--- config.mk ---
export PLATFORM = sky130hd
export DESIGN_NAME = serial_subtractor
export DESIGN_NICKNAME = d
export VERILOG_FILES = /design/src/rtl/serial_sub_pkg.sv /design/src/rtl/full_subtractor.sv /design/src/rtl/serial_subtractor.sv
export SDC_FILE = /design/constraint.sdc
export NUM_CORES = 1
export LEC_CHECK = 0
export CAP_MARGIN = 0
export CORE_MARGIN = 2
export CORE_UTILIZATION = 46
export CTS_BUF_LIST = sky130_fd_sc_hd__clkbuf_8
export CTS_CLUSTER_SIZE = 20
export DETAILED_ROUTE_END_ITERATION = 10
export PLACE_DENSITY = 0.76
export SYNTH_ARGS = -nofsm -noshare
export SYNTH_HDL_FRONTEND = slang
export SYNTH_HIERARCHICAL = 1
export SYNTH_SLANG_ARGS = --single-unit
--- constraint.sdc ---
create_clock -name clk -period 1.18 [get_ports clk]
set_input_delay 0.177 -clock clk [delete_from_list [all_inputs] [get_ports clk]]
set_output_delay 0.177 -clock clk [all_outputs]
set_load 0.03 [all_outputs]
--- src/rtl/serial_sub_pkg.sv ---
// Shared types for the bit-serial subtractor.
package serial_sub_pkg;

    typedef enum logic [1:0] {
        S_IDLE = 2'd0,
        S_BUSY = 2'd1,
        S_DONE = 2'd2
    } state_t;

endpackage

--- src/rtl/full_subtractor.sv ---
// Single-bit full subtractor: d = x - y - bin, with borrow out.
module full_subtractor (
    input  logic x,
    input  logic y,
    input  logic bin,
    output logic d,
    output logic bout
);

    assign d    = x ^ y ^ bin;
    assign bout = (~x & y) | (~x & bin) | (y & bin);

endmodule

--- src/rtl/serial_subtractor.sv ---
// Bit-serial subtractor computing a - b - bin LSB first, one bit per clock.
// Optional signed-overflow output enabled by defining SERIAL_SUB_OVF_EN.
module serial_subtractor
    import serial_sub_pkg::*;
#(
    parameter int WIDTH = 4
) (
    input  logic             clk,
    input  logic             rst_n,
    input  logic             in_valid,
    output logic             in_ready,
    input  logic [WIDTH-1:0] a,
    input  logic [WIDTH-1:0] b,
    input  logic             bin,
    output logic             out_valid,
    input  logic             out_ready,
    output logic [WIDTH-1:0] diff,
    output logic             bout
`ifdef SERIAL_SUB_OVF_EN
    ,
    output logic             ovf
`endif
);

    localparam int            CW   = $clog2(WIDTH + 1);
    localparam logic [CW-1:0] LAST = CW'(WIDTH - 1);

    state_t            state;
    logic [WIDTH-1:0]  a_sr;
    logic [WIDTH-1:0]  b_sr;
    logic              br;
    logic [CW-1:0]     cnt;
    logic              cell_d;
    logic              cell_b;

    full_subtractor u_cell (
        .x    (a_sr[0]),
        .y    (b_sr[0]),
        .bin  (br),
        .d    (cell_d),
        .bout (cell_b)
    );

    assign in_ready  = (state == S_IDLE);
    assign out_valid = (state == S_DONE);

    // diff/bout only move in S_BUSY so the last result survives in S_IDLE
    always_ff @(posedge clk or negedge rst_n) begin
        if (!rst_n) begin
            state <= S_IDLE;
            a_sr  <= '0;
            b_sr  <= '0;
            br    <= 1'b0;
            cnt   <= '0;
            diff  <= '0;
            bout  <= 1'b0;
`ifdef SERIAL_SUB_OVF_EN
            ovf   <= 1'b0;
`endif
        end else begin
            case (state)
                S_IDLE: begin
                    if (in_valid) begin
                        a_sr  <= a;
                        b_sr  <= b;
                        br    <= bin;
                        cnt   <= '0;
                        state <= S_BUSY;
                    end
                end
                S_BUSY: begin
                    a_sr <= a_sr >> 1;
                    b_sr <= b_sr >> 1;
                    diff <= {cell_d, diff[WIDTH-1:1]};
                    br   <= cell_b;
                    bout <= cell_b;
                    cnt  <= cnt + CW'(1);
                    if (cnt == LAST) begin
                        state <= S_DONE;
`ifdef SERIAL_SUB_OVF_EN
                        // br here is the borrow into the MSB cell
                        ovf   <= br ^ cell_b;
`endif
                    end
                end
                S_DONE: begin
                    if (out_ready) state <= S_IDLE;
                end
                default: state <= S_IDLE;
            endcase
        end
    end

endmodule

# ---- Yosys cells after proc, flatten, opt, wreduce, memory -nomap -nowiden
# Cells that the tools add are included.
dict set report classes {
  mux 12
  bitwise 8
  addsub 1
  reduce_logical 4
  n_eq_ne 6
}
# cell n
set ops {}
lappend ops {{4-bit one-hot mux with 2 select lines} 2}
lappend ops {{4-bit 2-to-1 mux} 2}
lappend ops {{2-bit 2-to-1 mux} 3}
lappend ops {{2-bit one-hot mux with 3 select lines} 1}
lappend ops {{3-bit one-hot mux with 2 select lines} 1}
lappend ops {{2-bit inequality test (second input constant)} 2}
lappend ops {{3-bit by 1-bit adder with 3-bit output (second input constant)} 1}
lappend ops {{1-bit bitwise AND} 3}
lappend ops {{3-bit by 2-bit equality test with 1-bit output (second input constant)} 1}
lappend ops {{3-bit 2-to-1 mux} 1}
lappend ops {{3-bit AND reduction} 1}
lappend ops {{2-bit by 1-bit equality test with 1-bit output (second input constant)} 1}
lappend ops {{2-bit equality test (second input constant)} 1}
lappend ops {{2-bit zero test} 1}
lappend ops {{2-bit by 1-bit inequality test with 1-bit output (second input constant)} 1}
lappend ops {{1-bit OR} 2}
lappend ops {{1-bit one-hot mux with 2 select lines} 1}
lappend ops {{2-bit AND reduction} 1}
lappend ops {{2-bit nonzero test} 1}
lappend ops {{1-bit XOR} 2}
lappend ops {{1-bit 2-to-1 mux} 1}
lappend ops {{1-bit inverter} 1}
dict set report totals {
  out_inout_bits 7
  regBits 19
}

# ---- Logic depth before layout (Yosys ltp)
# Gate-level depths: netlist of the first run.
dict set report logic_depth {
  ltp_word 5
  ltp_mapped 4
  ltp_nobuf 4
}

# ---- By module
# The synthesis of the first run kept the hierarchy.
# mod seq_area_each_um2 area_each_um2 n_inst cells_each
set modules_own_cells {}
lappend modules_own_cells {serial_subtractor 475.5 907.1 1 73}
lappend modules_own_cells {full_subtractor 0.0 27.5 1 3}

# ---- Worst setup path before layout of the first run
# Ideal clock, no wire load.
dict set report synth_path {
  kind {reg-to-reg}
  from {reg b_sr[0]}
  to {reg diff[3]}
  t_required_ps 1055
  arrival_ps 1173
  path_stages_with_launch 4
  path_slack_ps -118
  setup_time_ps 125
  path_buffers 0
  cell_sequence {dfrtp_1 > fa_1 > inv_1 > mux2_2}
}
dict set report synth_between {
  elab_chain_len 2
}
# element line
set synth_rtl {}
lappend synth_rtl {{from (decl)} serial_subtractor.sv:30} ;# logic [WIDTH-1:0] b_sr;
lappend synth_rtl {{from (signal assigned)} serial_subtractor.sv:73} ;# b_sr <= b_sr >> 1;
lappend synth_rtl {{1-bit XOR (2 in a row)} full_subtractor.sv:10} ;# assign d = x ^ y ^ bin;
lappend synth_rtl {{net cell_d} serial_subtractor.sv:33} ;# logic cell_d;
lappend synth_rtl {{to (signal assigned)} serial_subtractor.sv:74} ;# diff <= {cell_d, diff[WIDTH-1:1]};
lappend synth_rtl {{to (decl)} serial_subtractor.sv:17} ;# output logic [WIDTH-1:0] diff,
# The timed path passes the listed nets, and every way through them passes these cells.
# A chain may end at the register's enable or synchronous reset.

# ---- Worst setup path in the final report of the first run
dict set report layout_path {
  from {reg state[1]}
  to {out in_ready}
}
dict set report layout_between {
  elab_chain_len 1
}
# element line
set layout_rtl {}
lappend layout_rtl {{from (decl)} serial_subtractor.sv:28} ;# state_t state;
lappend layout_rtl {{from (signal assigned)} serial_subtractor.sv:50} ;# state <= S_IDLE;
lappend layout_rtl {{from (signal assigned)} serial_subtractor.sv:68} ;# state <= S_BUSY;
lappend layout_rtl {{from (signal assigned)} serial_subtractor.sv:79} ;# state <= S_DONE;
lappend layout_rtl {{2-bit zero test} serial_subtractor.sv:44} ;# assign in_ready = (state == S_IDLE);
lappend layout_rtl {{to (decl)} serial_subtractor.sv:11} ;# output logic in_ready,
# Every way passes these cells.

==> qor.csv, run 1 <==
stage;metric;value;unit
clock_tree;cts_hold_buffers;0;
floorplan;core;1940;µm²
setup_path;slowest_stage;dfrtp_2;
setup_path;path_max_fanout;3;
setup_path;endpoint_kind;primary output;
setup_path;path_cells;buf_6 -> buf_6 -> nor2_4 -> buf_6;
drt;post_drt_wl_per_cell;17.8;µm
drt;via_per_inst;5.22;
synthesis;syn_area;935;µm²
synthesis;synth_area_per_cell;12.3;µm²
clock_tree;cts_sinks;19;
sta;worstMarginPinSlew;0.295;ns
drt;ant_nets;0;
sta;tns;-1.92;ns
drt;finalWirelength;2.63;mm
place;place_congestion;0.834;
place;dp.final_hpwl;1.44;mm
pwr;combPwrFrac;63.9;%
sta;fin_crit_sh;117;%
setup_path;path_class;reg2out;
sta;finClkSkew;0.000953;ns
cells_and_area;final_cell_area;1580;µm²
synthesis;ys.flop_type;dfrtp_1;
global_routing;grt_max_degree;20;
sta;max_freq;722;MHz
drt;drt-pass1-iter-count;4;
pwr;ir_worst_vdd;2.05;mV
setup_path;critPathTopFamily;flip-flops;
synthesis;synth_edf_count;0;
clock_tree;cts-buffers-inserted;3;
cells_and_area;layout.nets;138;
place;port_buffers;19;
floorplan;die_w;49.1;µm
drt;num_vias;773;
pwr;p_sw;1.79;mW
clock_tree;cts_tree;done;
outcome;violations;negative setup slack;
cells_and_area;final_cells;148;
pwr;finalPower;4.71;mW
synthesis;syn-instance-count;76;
synthesis;ys_seq_area_share;50.9;%
pwr;p_int;2.92;mW
place;dp.cells;132;
global_routing;antenna_found_initial;0;
flow_run;maxCapViolations;0;
clock_tree;htreeDepth;1;
sta;setup_slack;-0.206;ns
drt;drt_iter0_drc;10;
place;place_ws;-0.344;ns
clock_tree;clk_pin_slew;0.07;ns
sta;slew_viol_final;0;
pwr;seq_power_share;26.9;%
setup_path;cp-start-kind;flip-flop;
sta;period_needed;1.39;ns
cells_and_area;drive_gt1_share;59.5;%
global_routing;grtUsageTotal;22.4;%
global_routing;grt-ovfl-total;0;
pwr;cellLeakagePower;0.718;nW
pwr;swShare;38.0;%
sta;hold_viol_final;0;
synthesis;synth.area.top_cells;dfrtp_1, mux2_2, nor3b_1;
sta;rsz0062_at_grt;true;
synthesis;ys_types;26;
outcome;status;complete, but fails checks;
clock_tree;cts_root_buf;clkbuf_8;
sta;maxSlewHeadroom;80.3;%
pwr;power_frac_clock;9.2;%
setup_path;critical_path_buf_inv_count;3;
global_routing;grt_pass1_vias;826;
clock_tree;clock_latency;0.25;ns
cells_and_area;area_growth;68.7;%
cells_and_area;diodes;0;
synthesis;async_flop_share;100;%
setup_path;crit_top_cell;buf_6;
drt;drc;0;
synthesis;synth_seq_cells;19;
floorplan;initial_core_util;48.1;%
clock_tree;cts_max_path_buffers;2;
min_path;hp-class;in2async;
floorplan;die_h;49.1;µm
synthesis;yosys.area.top_type;dfrtp_1;
setup_path;required;1.00;ns
setup_path;arrival;1.21;ns
sta;setup_viol;20;
setup_path;critPathMaxStageDelay;0.44;ns
floorplan;die_area;2410;µm²
place;placed_area;1230;µm²
floorplan;num_io_pins;20;
synthesis;synth.top_cell.area_share;50.9;%
global_routing;grt_pass1_wl;4.07;mm
floorplan;rows;16;
synthesis;syn_nets;92;
synthesis;yosysWarningCount;6;
pwr;cellPowerDensity;2980;nW/µm²
final timing paths:
kind | from | to | slack (ns) | cells after the start
min in group clk | diff[0] | diff[0] | 0.52 | 1
worst min-delay path | rst_n | diff[3] | 0.26 | 2
worst min register to register | diff[0] | diff[0] | 0.52 | 1
max in group asynchronous | rst_n | state[1] | 0.70 | 2
worst max register to register | state[1] | a_sr[1] | -0.20 | 3
worst max-delay path | state[1] | in_ready | -0.21 | 4
cell usage after synthesis, drive strengths merged, types with 2 or more instances:
| cell | number |
|---|---|
| nor4b | 4 |
| inv | 8 |
| ha | 2 |
| or4b | 3 |
| nor3b | 5 |
| a211oi | 4 |
| a22o | 2 |
| dfrtp | 19 |
| buf | 5 |
| o221a | 3 |
| nand2b | 3 |
| mux2 | 5 |
power groups by stage:
| stage | registers, mW | logic, mW | clock network, mW |
|---|---|---|---|
| 6_report | 1.27 | 3.01 | 0.435 |
| 2_1_floorplan | 1.31 | 1.14 | 0 |
| 5_1_grt | 1.31 | 3.18 | 0.474 |
| 3_3_place_gp | 1.22 | 1.82 | 0 |
| 3_5_place_dp | 1.23 | 1.88 | 0 |
| 4_1_cts | 1.22 | 2.41 | 0.434 |
kinds of logic (layout without fill, tap and decap cells):
logic type      count (synthesis)  count (layout)  share of synthesized area (%)
flops                          19              19                           50.9
simple gates                   19              19                           15.5
compound gates                 15              15                           13.9
buf+inv                        14              59                           7.76
mux                             6               6                           7.09
fa+ha+maj                       3               3                           4.82
flip-flops by register name, indices dropped and copies added (netlist names):
register and cells:
bout 1, diff 4, a_sr 4, cnt 3, b_sr 4, br 1
state 2
cell usage in the layout (no fill, tap or decap), drive strengths merged:
| master | n |
|---|---|
| and2b | 1 |
| buf | 35 |
| a32o | 1 |
| a21oi | 1 |
| a221o | 1 |
| o221a | 3 |
| or4b | 3 |
| clkdlybuf4s50 | 11 |
| nor3b | 5 |
| inv | 9 |
| mux2 | 5 |
| clkbuf | 3 |
| ha | 2 |
| nor2 | 1 |
| o22ai | 1 |
| nor4b | 4 |
| dfrtp | 19 |
| a211oi | 4 |
| nand2b | 3 |
| fa | 1 |
| and2 | 1 |
| a22o | 2 |
| o21bai | 1 |
| nor2b | 1 |
| dlygate4sd2 | 1 |
| mux2i | 1 |
| o21ba | 1 |
worst reg2reg max path: stages (launching register included):
cell and delay [ns]:
dfrtp_2 0.44, buf_6 0.15, or4b_1 0.52, o221a_2 0.16
area by class of cell:
class	instances	area [µm²]
tap	27	33.8
fill	122	365
clock buffer	3	41.3
multi-input combinational	43	552
timing repair buffer	47	438
inverter	8	30.0
clock inverter	1	3.75
sequential	19	478
metal layers:
metal	up-vias	wire (µm)	GRT usage, %
met4	0	36	9.52
met5	-	0	0
met2	22	1370	37.6
met1	382	1140	28.9
met3	4	79	2.76
li1	365	-	-
per-stage QoR:
| step | hold slack, ns | utilization, % |
|---|---|---|
| floorplan | -0.119 | - |
| global placement | 0.470 | 63.2 |
| detailed placement | 0.489 | 63.2 |
| CTS | 0.271 | 74.7 |
| global route | 0.297 | 81.2 |
| finish | 0.261 | 81.2 |
timing repair:
| item | in CTS | in global routing |
|---|---|---|
| pin swaps | 3 | 7 |
| buffers inserted | 6 | 6 |
| endpoints found under the setup margin | 19 | 21 |
| resized for setup | 31 | 20 |
No activity file was read; power rests on OpenSTA's default activity.
==> run 2: changes to the inputs <==
- ABC_AREA: unset -> 1
- PLACE_DENSITY: 0.76 -> 0.88
- SLEW_MARGIN: unset -> 10
==> run 2 against run 1 <==
The run still ends with negative setup slack left. Synthesized area shrank 1.3%. Clock skew grew 0.0025 ns. Synthesized cell count up 45%.
==> qor.csv, run 2 <==
stage;metric;value;unit
setup_path;required;1.00;ns
synthesis;ys.flop_type;dfrtp_1;
setup_path;cp-start-kind;flip-flop;
sta;slew_viol_final;0;
drt;ant_nets;0;
clock_tree;clock_latency;0.26;ns
min_path;hp-class;in2async;
synthesis;ys_types;17;
place;dp.cells;159;
synthesis;yosysWarningCount;6;
pwr;p_int;2.19;mW
outcome;status;complete, but fails checks;
sta;maxSlewHeadroom;79.7;%
sta;rsz0062_at_grt;true;
floorplan;die_w;48.8;µm
sta;setup_slack;-0.0877;ns
sta;finClkSkew;0.00347;ns
cells_and_area;layout.nets;166;
sta;max_freq;789;MHz
cells_and_area;layout_common_cells;nand2_1, buf_4, inv_1, dfrtp_1, clkdlybuf4s50_1;
drt;drc;0;
synthesis;yosys.area.top_type;dfrtp_1;
synthesis;ys_seq_area_share;51.6;%
synthesis;ys_top_cells_by_count;nand2_1, dfrtp_1, inv_1, nand3_1, o21ai_0;
pwr;power_frac_clock;11.6;%
global_routing;grt_pass1_wl;3.92;mm
clock_tree;cts_tree;done;
synthesis;syn_nets;126;
synthesis;synth_edf_count;0;
sta;hold_ws;0.250;ns
pwr;swShare;44.0;%
setup_path;critPathMaxStageDelay;0.45;ns
synthesis;synth_seq_cells;19;
drt;finalWirelength;2.51;mm
sta;hold_viol_final;0;
clock_tree;cts-buffers-inserted;3;
floorplan;rows;16;
drt;num_vias;856;
flow_run;maxCapViolations;0;
setup_path;slowest_stage;dfrtp_2;
cells_and_area;area_growth;44.8;%
pwr;cellPowerDensity;2930;nW/µm²
setup_path;crit_top_cell;buf_6;
synthesis;yosysMostFrequentCell;nand2_1;
setup_path;path_max_fanout;4;
pwr;combPwrFrac;57.8;%
synthesis;synth.top_cell.area_share;51.6;%
cells_and_area;drive_gt1_share;26.8;%
floorplan;die_area;2380;µm²
setup_path;endpoint_kind;primary output;
drt;via_per_inst;4.86;
clock_tree;htreeDepth;1;
synthesis;async_flop_share;100;%
drt;drt-pass1-iter-count;4;
floorplan;initial_core_util;48.0;%
clock_tree;cts_sinks;19;
floorplan;core;1920;µm²
pwr;p_sw;1.72;mW
place;place_congestion;0.813;
setup_path;path_class;reg2out;
setup_path;path_cells;buf_6 -> nor2_4 -> buf_6;
sta;worstMarginPinSlew;0.303;ns
drt;post_drt_wl_per_cell;14.2;µm
pwr;seq_power_share;30.7;%
cells_and_area;diodes;0;
place;port_buffers;19;
clock_tree;cts_max_path_buffers;2;
global_routing;antenna_found_initial;0;
cells_and_area;final_common_cell;nand2_1;
global_routing;grt_pass1_vias;894;
clock_tree;cts_root_buf;clkbuf_8;
cells_and_area;top_regs;a_sr: 4 flops, b_sr: 4 flops, diff: 4 flops;
cells_and_area;final_cells;176;
sta;setup_viol;3;
floorplan;die_h;48.8;µm
pwr;finalPower;3.91;mW
clock_tree;clk_pin_slew;0.07;ns
synthesis;synth.area.top_cells;dfrtp_1, nand2_1, inv_1;
place;dp.final_hpwl;1.43;mm
synthesis;synth_area_per_cell;8.38;µm²
pwr;cellLeakagePower;0.705;nW
global_routing;grt_max_degree;20;
setup_path;arrival;1.09;ns
sta;period_needed;1.27;ns
synthesis;syn_area;922;µm²
global_routing;grt-ovfl-total;0;
sta;fin_crit_sh;107;%
global_routing;grtUsageTotal;23.0;%
synthesis;syn-instance-count;110;
pwr;ir_worst_vdd;1.66;mV
floorplan;num_io_pins;20;
outcome;violations;negative setup slack;
drt;drt_iter0_drc;9;
-- run 2: stage by stage --
| stage | utilization [%] | area [µm²] | setup WS (ns) | TNS (ns) |
|---|---|---|---|---|
| final | 69.5 | 1340 | -0.0877 | -0.102 |
| after global routing | 69.5 | 1340 | -0.108 | -0.407 |
| after CTS | 66.0 | 1270 | -0.0685 | -0.106 |
| after detailed placement | 59.5 | 1140 | -0.0687 | -0.540 |
| after global placement | 59.5 | 1140 | -0.0261 | -0.150 |
| after floorplan | - | 922 | 0.00510 | 0 |
-- run 2: final cells by class --
type                       count  area (µm²)
fill                         148         587
sequential                    19         478
multi-input combinational     72         393
timing repair buffer          36         315
inverter                      18        70.1
clock buffer                   3        41.3
tap                           27        33.8
clock inverter                 1        3.75
-- run 2: final timing paths --
check	start	to	slack [ns]	cells after the start
min reg2reg	a_sr[2]	a_sr[2]	0.49	2
max reg2reg	b_sr[0]	diff[3]	-0.01	4
max	state[0]	out_valid	-0.09	3
min in group clk	a_sr[2]	a_sr[2]	0.49	2
max in group asynchronous	rst_n	state[1]	0.71	2
min	rst_n	state[0]	0.25	2
-- run 2: layer usage --
layer	track usage, %	wire (µm)	vias to the layer above
met3	3.37	88	14
met2	39.7	1310	29
met1	23.5	910	399
met5	0	0	-
met4	22.4	199	0
li1	-	-	414
-- run 2: power groups by stage --
stage	registers (mW)	clock network, mW	logic, mW
after CTS	1.18	0.454	1.98
after global routing	1.23	0.488	2.46
after global placement	1.16	0	1.61
after floorplan	1.29	0	1.07
after detailed placement	1.19	0	1.71
final	1.20	0.452	2.26
-- run 2: cells by family (layout without fill, tap and decap cells) --
| family | after synthesis | in the layout | synth area share (%) |
|---|---|---|---|
| AOI/OAI and AO/OA | 9 | 10 | 6.79 |
| adders and majority gates | 3 | 3 | 4.88 |
| buffers and inverters | 20 | 58 | 9.77 |
| DFF | 19 | 19 | 51.6 |
| and+or+nand+nor | 59 | 59 | 27.0 |
-- run 2: worst max-delay path: cells and delay by family (launching register included) --
| kind | cells | cell delay (ns) |
|---|---|---|
| flops | 1 | 0.45 |
| simple gates | 1 | 0.09 |
| buf+inv | 2 | 0.29 |
-- run 2: repair_timing --
| action | 4_1_cts | 5_1_grt |
|---|---|---|
| resized for setup | 6 | 9 |
| pin swaps | 4 | 6 |
| endpoints found under the setup margin | 5 | 14 |
| setup buffers | 7 | 5 |
| gates cloned | 1 | 0 |
| hold buffers | 0 | 0 |
